<file path="src/rtl/sha256_pkg.sv">
// Shared types and constants for the SHA-256 message-preparation path.
// Latency: n/a (declarations only).
// Backpressure: n/a.
package sha256_pkg;

    typedef enum logic [2:0] {
        FILL = 3'd0,
        PAD  = 3'd1,
        LEN  = 3'd2,
        WAIT = 3'd3,
        SEND = 3'd4,
        DONE = 3'd5,
        IDLE = 3'd6
    } pad_state_t;

    localparam int          BLK_WORDS   = 16;
    localparam int          LEN_WORD_HI = 14;
    localparam logic [31:0] PAD_MARKER  = 32'h8000_0000;

endpackage

</file>
<file path="src/rtl/sha256_pad_word.sv">
// Masks a final message word to its valid bytes and inserts the 0x80 marker.
// Latency: combinational.
// Backpressure: none; SHA256_PADDER_BYTE_EN enables byte masking, otherwise words pass through.
module sha256_pad_word (
    input  logic [31:0] word,
    input  logic [2:0]  nbytes,
    output logic [31:0] padded,
    output logic        placed
);

`ifdef SHA256_PADDER_BYTE_EN
    // Keep the leading valid bytes, put the marker in the first free byte.
    always_comb begin
        padded = word;
        placed = 1'b0;
        case (nbytes)
            3'd1: begin padded = {word[31:24], 8'h80, 16'h0000}; placed = 1'b1; end
            3'd2: begin padded = {word[31:16], 8'h80, 8'h00};    placed = 1'b1; end
            3'd3: begin padded = {word[31:8],  8'h80};           placed = 1'b1; end
            default: begin padded = word; placed = 1'b0; end
        endcase
    end
`else
    logic unused_nbytes;
    assign unused_nbytes = ^nbytes;

    // Whole-word messages only: the marker always needs a word of its own.
    always_comb begin
        padded = word;
        placed = 1'b0;
    end
`endif

endmodule

</file>
<file path="src/rtl/sha256_padder.sv">
// Buffers a 32-bit message stream into 512-bit blocks with SHA-256 padding and feeds the core.
// Latency: blk_start the cycle after the 16th word (first block) or after calcu_rdy; 1 cycle/pad word + 2 for length.
// Backpressure: msg_ready only in FILL; blocks held until calcu_rdy. SHA256_PADDER_BYTE_EN enables byte lengths.
module sha256_padder
    import sha256_pkg::*;
#(
    parameter int LEN_W = 32
) (
    input  logic        clk,
    input  logic        rst_n,
    input  logic        msg_valid,
    output logic        msg_ready,
    input  logic [31:0] msg_word,
    input  logic        msg_last,
    input  logic [1:0]  msg_bytes,
    output logic        blk_start,
    output logic [31:0] blk_word,
    input  logic        calcu_rdy,
    output logic        msg_done
);

    pad_state_t         state, state_n;
    logic [31:0]        blk_buf [BLK_WORDS];
    logic [3:0]         widx, widx_n;
    logic [3:0]         sidx, sidx_n;
    logic [LEN_W-1:0]   nbytes, nbytes_n;
    logic               first, first_n;
    logic               need_mk, need_mk_n;   // marker still owed to the buffer
    logic               hi_mk, hi_mk_n;       // marker sits in word 14/15: length needs its own block
    logic               pend_len, pend_len_n;
    logic               final_blk, final_n;
    logic               len_ph, len_ph_n;
    logic               pad_hi;
    pad_state_t         send_state;

    logic               wr_en, clr_buf;
    logic [3:0]         wr_idx;
    logic [31:0]        wr_dat;

    logic [2:0]         pw_nb;
    logic [31:0]        pw_word;
    logic               pw_placed;
    logic [63:0]        bitlen;

`ifdef SHA256_PADDER_BYTE_EN
    assign pw_nb = (msg_last && msg_bytes != 2'd0) ? {1'b0, msg_bytes} : 3'd4;
`else
    logic unused_bytes;
    assign unused_bytes = ^msg_bytes;
    assign pw_nb = 3'd4;
`endif

    assign bitlen = {{(61 - LEN_W){1'b0}}, nbytes, 3'b000};

    sha256_pad_word u_pad_word (
        .word   (msg_word),
        .nbytes (pw_nb),
        .padded (pw_word),
        .placed (pw_placed)
    );

    // Next state, buffer write port and core-facing outputs.
    always_comb begin
        state_n    = state;
        widx_n     = widx;
        sidx_n     = 4'd0;
        nbytes_n   = nbytes;
        first_n    = first;
        need_mk_n  = need_mk;
        hi_mk_n    = hi_mk;
        pend_len_n = pend_len;
        final_n    = final_blk;
        len_ph_n   = 1'b0;
        pad_hi     = 1'b0;
        wr_en      = 1'b0;
        wr_idx     = widx;
        wr_dat     = '0;
        clr_buf    = 1'b0;
        msg_ready  = 1'b0;
        blk_start  = 1'b0;
        blk_word   = '0;
        msg_done   = 1'b0;
        // Only the very first block may start without the core being ready.
        send_state = (first || calcu_rdy) ? SEND : WAIT;

        case (state)
            FILL: begin
                msg_ready = 1'b1;
                if (msg_valid) begin
                    wr_en    = 1'b1;
                    wr_dat   = pw_word;
                    widx_n   = widx + 4'd1;
                    nbytes_n = nbytes + LEN_W'(pw_nb);
                    if (!msg_last) begin
                        if (widx == 4'd15) state_n = send_state;
                    end else if (pw_placed) begin
                        if (widx == 4'(LEN_WORD_HI - 1)) begin
                            state_n = LEN;
                        end else if (widx == 4'd15) begin
                            state_n    = send_state;
                            pend_len_n = 1'b1;
                        end else begin
                            state_n = PAD;
                            hi_mk_n = (widx == 4'(LEN_WORD_HI));
                        end
                    end else begin
                        need_mk_n = 1'b1;
                        state_n   = (widx == 4'd15) ? send_state : PAD;
                    end
                end
            end
            PAD: begin
                wr_en     = 1'b1;
                wr_dat    = need_mk ? PAD_MARKER : 32'h0;
                need_mk_n = 1'b0;
                pad_hi    = hi_mk || (need_mk && widx >= 4'(LEN_WORD_HI));
                hi_mk_n   = pad_hi;
                widx_n    = widx + 4'd1;
                if (pad_hi) begin
                    if (widx == 4'd15) begin
                        state_n    = send_state;
                        pend_len_n = 1'b1;
                    end
                end else if (widx == 4'(LEN_WORD_HI - 1)) begin
                    state_n = LEN;
                end
            end
            LEN: begin
                wr_en    = 1'b1;
                wr_idx   = len_ph ? 4'(LEN_WORD_HI + 1) : 4'(LEN_WORD_HI);
                wr_dat   = len_ph ? bitlen[31:0] : bitlen[63:32];
                len_ph_n = ~len_ph;
                if (len_ph) begin
                    state_n = send_state;
                    final_n = 1'b1;
                end
            end
            WAIT: begin
                if (calcu_rdy) state_n = SEND;
            end
            SEND: begin
                blk_word  = blk_buf[sidx];
                blk_start = (sidx == 4'd0);
                sidx_n    = sidx + 4'd1;
                if (sidx == 4'd0) first_n = 1'b0;
                if (sidx == 4'd15) begin
                    clr_buf = 1'b1;
                    widx_n  = 4'd0;
                    if (final_blk) begin
                        state_n = DONE;
                    end else if (pend_len) begin
                        state_n    = LEN;
                        pend_len_n = 1'b0;
                    end else if (need_mk) begin
                        state_n = PAD;
                    end else begin
                        state_n = FILL;
                    end
                end
            end
            DONE: begin
                if (calcu_rdy) begin
                    msg_done = 1'b1;
                    state_n  = IDLE;
                end
            end
            IDLE: begin
                state_n = IDLE;
            end
            default: begin
                state_n = IDLE;
            end
        endcase
    end

    // Control registers; one message per reset.
    always_ff @(posedge clk) begin
        if (!rst_n) begin
            state     <= FILL;
            widx      <= '0;
            sidx      <= '0;
            nbytes    <= '0;
            first     <= 1'b1;
            need_mk   <= 1'b0;
            hi_mk     <= 1'b0;
            pend_len  <= 1'b0;
            final_blk <= 1'b0;
            len_ph    <= 1'b0;
        end else begin
            state     <= state_n;
            widx      <= widx_n;
            sidx      <= sidx_n;
            nbytes    <= nbytes_n;
            first     <= first_n;
            need_mk   <= need_mk_n;
            hi_mk     <= hi_mk_n;
            pend_len  <= pend_len_n;
            final_blk <= final_n;
            len_ph    <= len_ph_n;
        end
    end

    // Block buffer: cleared after every sent block so a length-only block starts zeroed.
    always_ff @(posedge clk) begin
        if (!rst_n || clr_buf) begin
            for (int i = 0; i < BLK_WORDS; i++) blk_buf[i] <= '0;
        end else if (wr_en) begin
            blk_buf[wr_idx] <= wr_dat;
        end
    end

endmodule

</file>
<file path="config.mk">
export PLATFORM = sky130hd
export DESIGN_NAME = sha256_padder
export DESIGN_NICKNAME = d
export VERILOG_FILES = /design/src/rtl/sha256_pkg.sv /design/src/rtl/sha256_pad_word.sv /design/src/rtl/sha256_padder.sv
export SDC_FILE = /design/constraint.sdc
export NUM_CORES = 1
export LEC_CHECK = 0
export BUFFER_PORTS_ARGS = -buffer_cell sky130_fd_sc_hd__buf_2
export CELL_PAD_IN_SITES_DETAIL_PLACEMENT = 1
export CELL_PAD_IN_SITES_GLOBAL_PLACEMENT = 1
export CORE_ASPECT_RATIO = 1.1
export CORE_MARGIN = 2
export CORE_UTILIZATION = 50
export CTS_BUF_LIST = sky130_fd_sc_hd__clkbuf_8
export DETAILED_ROUTE_END_ITERATION = 8
export PLACE_DENSITY_LB_ADDON = 0.15
export SLEW_MARGIN = 40
export SYNTH_ARGS = -nofsm -noshare
export SYNTH_HDL_FRONTEND = slang
export SYNTH_SLANG_ARGS = --single-unit
</file>
<file path="constraint.sdc">
create_clock -name clk -period 9.05 [get_ports clk]
set_input_delay 2.715 -clock clk [delete_from_list [all_inputs] [get_ports clk]]
set_output_delay 2.715 -clock clk [all_outputs]
set_load 0.05 [all_outputs]
</file>
==> run metrics <==
P_leak 0.00911 uW; vias in the first global route 16.7k; post-layout net count 1,874; CP Data Required Time 6.34 ns; Worst Hold End nbytes[31]$_SDFFE_PN0P_; Synth async-reset ratio 0%; drt wl/cell 25.8 microns; Worst R2R End blk_buf[10][27]$_SDFFCE_PN0P_; CTS buffer count 92; post-synth cell types 53; Resized cells post-CTS 0; core box area 48,700 sq um; DR vias/cell 6.00; fmax 157 MHz; Primary FF master, synth edfxtp_1; RePlAce Congestion 0.784; hpwl dp 37,100 microns; Worst-Margin Slew 0.886 ns; worst skew pair latency 0.68 ns; Post-route DRC 0; max-capacitance violation count 0; Top Ports 74; 1st-iter DRT viols 1,213; Synth area leaders edfxtp_1 63%, mux4_2 12%, nor2_1 8.1%, dfxtp_1 3.8%, mux2i_1 3.0%; Setup Skew 0.0416 ns; Worst Setup SP sidx[0]$_SDFF_PN0_; Mapped Cells 1,765; average cell area after synthesis 13.9 sq um; Synth Net Count 1,810; clock sink count 559; final worst-path cycle share 70.2%; status finished, final reports clean; Worst Hold Class register to register; TritonCTS clock tree built; CP endpoint kind output pin; r2r worst-path depth 6; CP Data Arrival Time 3.64 ns; FF-to-FF Start state[1]$_SDFFE_PN0P_; TritonRoute pass-1 iters 5; CP Launch Type register; synthesized area 24,600 sq um; Hold WS 0.477 ns; Max-Slew Margin vs Limit 40.5%; Finished Cell Area 27,500 sq um; fin. max-slew vios 0; CTS Buffer Depth 3; largest net degree at the start of global routing 70; FF+latch count, synth 559; share of cells above drive strength 1 21.5%; hold path cells 2; Clk pin slew, worst setup/hold paths 0.06 ns; Yosys warning count 0; Rows 85; Final Setup Violations 0; Initial Util 50.4%; hold_sp nbytes[31]$_SDFFE_PN0P_; dpl cell area 25,800 sq um; Area Overhead vs Synth 11.8%; Die Y 236 microns; ANT nets after route 0; antenna violations before repair 1; Seq/Total Area, Yosys 66.5%; final hold vios 0; count of hold-fix buffers inserted at cts 0; cell area power density 226 nW/um^2; sum of negative setup slack 0 ns; Multi-input gate area 7850 sq um; unrepaired setup endpoints after global routing false; Power, Total 6190 uW; drt total wl 65,800 microns; Peak VDD IR 0.000151 V; worst-path fanout max 52; setup bufs post-CTS 0; first-pass GRT wire length 100,000 microns; cell taking the most area after synthesis edfxtp_1; GRT Total Usage 26.4%; Synth top area share 62.6%; Storage cell area 16,300 sq um; Crit Path Class register to output pin; flop-to-flop setup slack 5.79 ns; I/O Buffers 71; min cycle time layout 6.35 ns; grt ovf 0; Vias 15.3k; CTS root buffer clkbuf_8; number of synthesized flops with an enable pin 512; htree depth 3; Die Area 50,900 sq um; die width 215 microns; fillers 4,824
==> power breakdown <==
part,leakage [uW],switching (uW),total (uW),internal [uW]
Sequential,0.00568,70.9,3050,2970
Combinational,0.00248,786,1170,380
Clock,0.000953,1010,1980,977
Total,0.00911,1860,6190,4330
==> cells by family after synthesis <==
| kind of cell | after synthesis | synth area share [%] |
|---|---|---|
| AOI/OAI and AO/OA | 129 | 3.59 |
| xor gates and xnor gates | 10 | 0.357 |
| adders and majority gates | 6 | 0.306 |
| buffers and inverters | 166 | 2.64 |
| DFF | 559 | 66.5 |
| muxes | 203 | 14.8 |
| and+or+nand+nor | 692 | 11.8 |
==> layer usage <==
metal	global-route usage [%]	routed length, microns
met5	0	0
met4	9.70	1760
met3	3.95	4410
met2	45.6	33300
met1	34.2	26300
==> how the worst max path moves through the flow <==
stage / end / depth (start not counted)
2_1_floorplan: msg_done / 1
3_3_place_gp: blk_buf[1][18]$_SDFFCE_PN0P_ / 5
3_5_place_dp: blk_buf[2][17]$_SDFFCE_PN0P_ / 5
4_1_cts: blk_word[10] / 6
5_1_grt: blk_word[10] / 6
6_report: blk_word[10] / 6
==> critical path, cell delays in order, from the launching register on <==
cell and delay [ns]:
dfxtp_4 0.80, buf_12 0.44, buf_16 0.39, mux4_2 0.58
mux2i_1 0.26, o22ai_1 0.20, buf_2 0.28
==> synthesized netlist by cell type (10+ instances only) <==
master / n
inv_1: 12
clkbuf_1: 125
buf_2: 21
o21ai_0: 11
dfxtp_1: 47
edfxtp_1: 512
nor2_1: 531
nor3_1: 10
nand2b_1: 15
or4_1: 11
mux2i_1: 73
nand3_1: 22
a22oi_1: 29
o22ai_1: 34
nand2_1: 48
mux4_2: 128
a21oi_1: 20
==> cell type report <==
cell class	instances	area share, %
antenna	1	0.00911
clock buffer	96	4.81
clock inverter	66	1.00
inverter	12	0.164
multi-input combinational	1040	28.6
sequential	559	59.5
tap	652	2.97
timing repair buffer	124	2.97
==> layout by cell type, fill, tap and decap left out, types with 4 or more instances in the layout <==
cell	n
nor4_1	8
nand3_2	4
and3_1	5
or3_1	7
nand2b_1	14
buf_2	71
inv_1	48
mux4_2	128
clkinv_1	19
o21ai_0	11
dfxtp_1	44
o31ai_1	9
clkbuf_8	96
a31oi_1	5
nand2_1	23
and4_1	4
o22ai_1	34
ha_1	6
nand3_1	18
xnor2_1	4
clkinv_2	7
xor2_1	6
nand4_1	9
and2_1	5
edfxtp_1	512
buf_4	48
or4_1	11
nand2_4	24
nor3_1	9
mux2i_1	73
a21oi_1	20
a22oi_1	28
nor2_1	531
==> metrics by stage <==
stage / setup WS, ns / utilization (%) / std cells
after floorplan: 3.13 / - / 1765
after global placement: 2.67 / 52.6 / 2382
after detailed placement: 2.91 / 53.0 / 2387
after CTS: 2.53 / 56.3 / 2549
after global routing: 2.47 / 56.4 / 2550
final: 2.70 / 56.4 / 2550
==> flip-flops by register name, indices dropped and copies added, names as in the netlist <==
name,count
nbytes,30
first,1
sidx,4
need_mk,1
final_blk,1
blk_buf,512
widx,4
pend_len,1
len_ph,1
hi_mk,1
state,3
(Power assumes the default switching activity.)
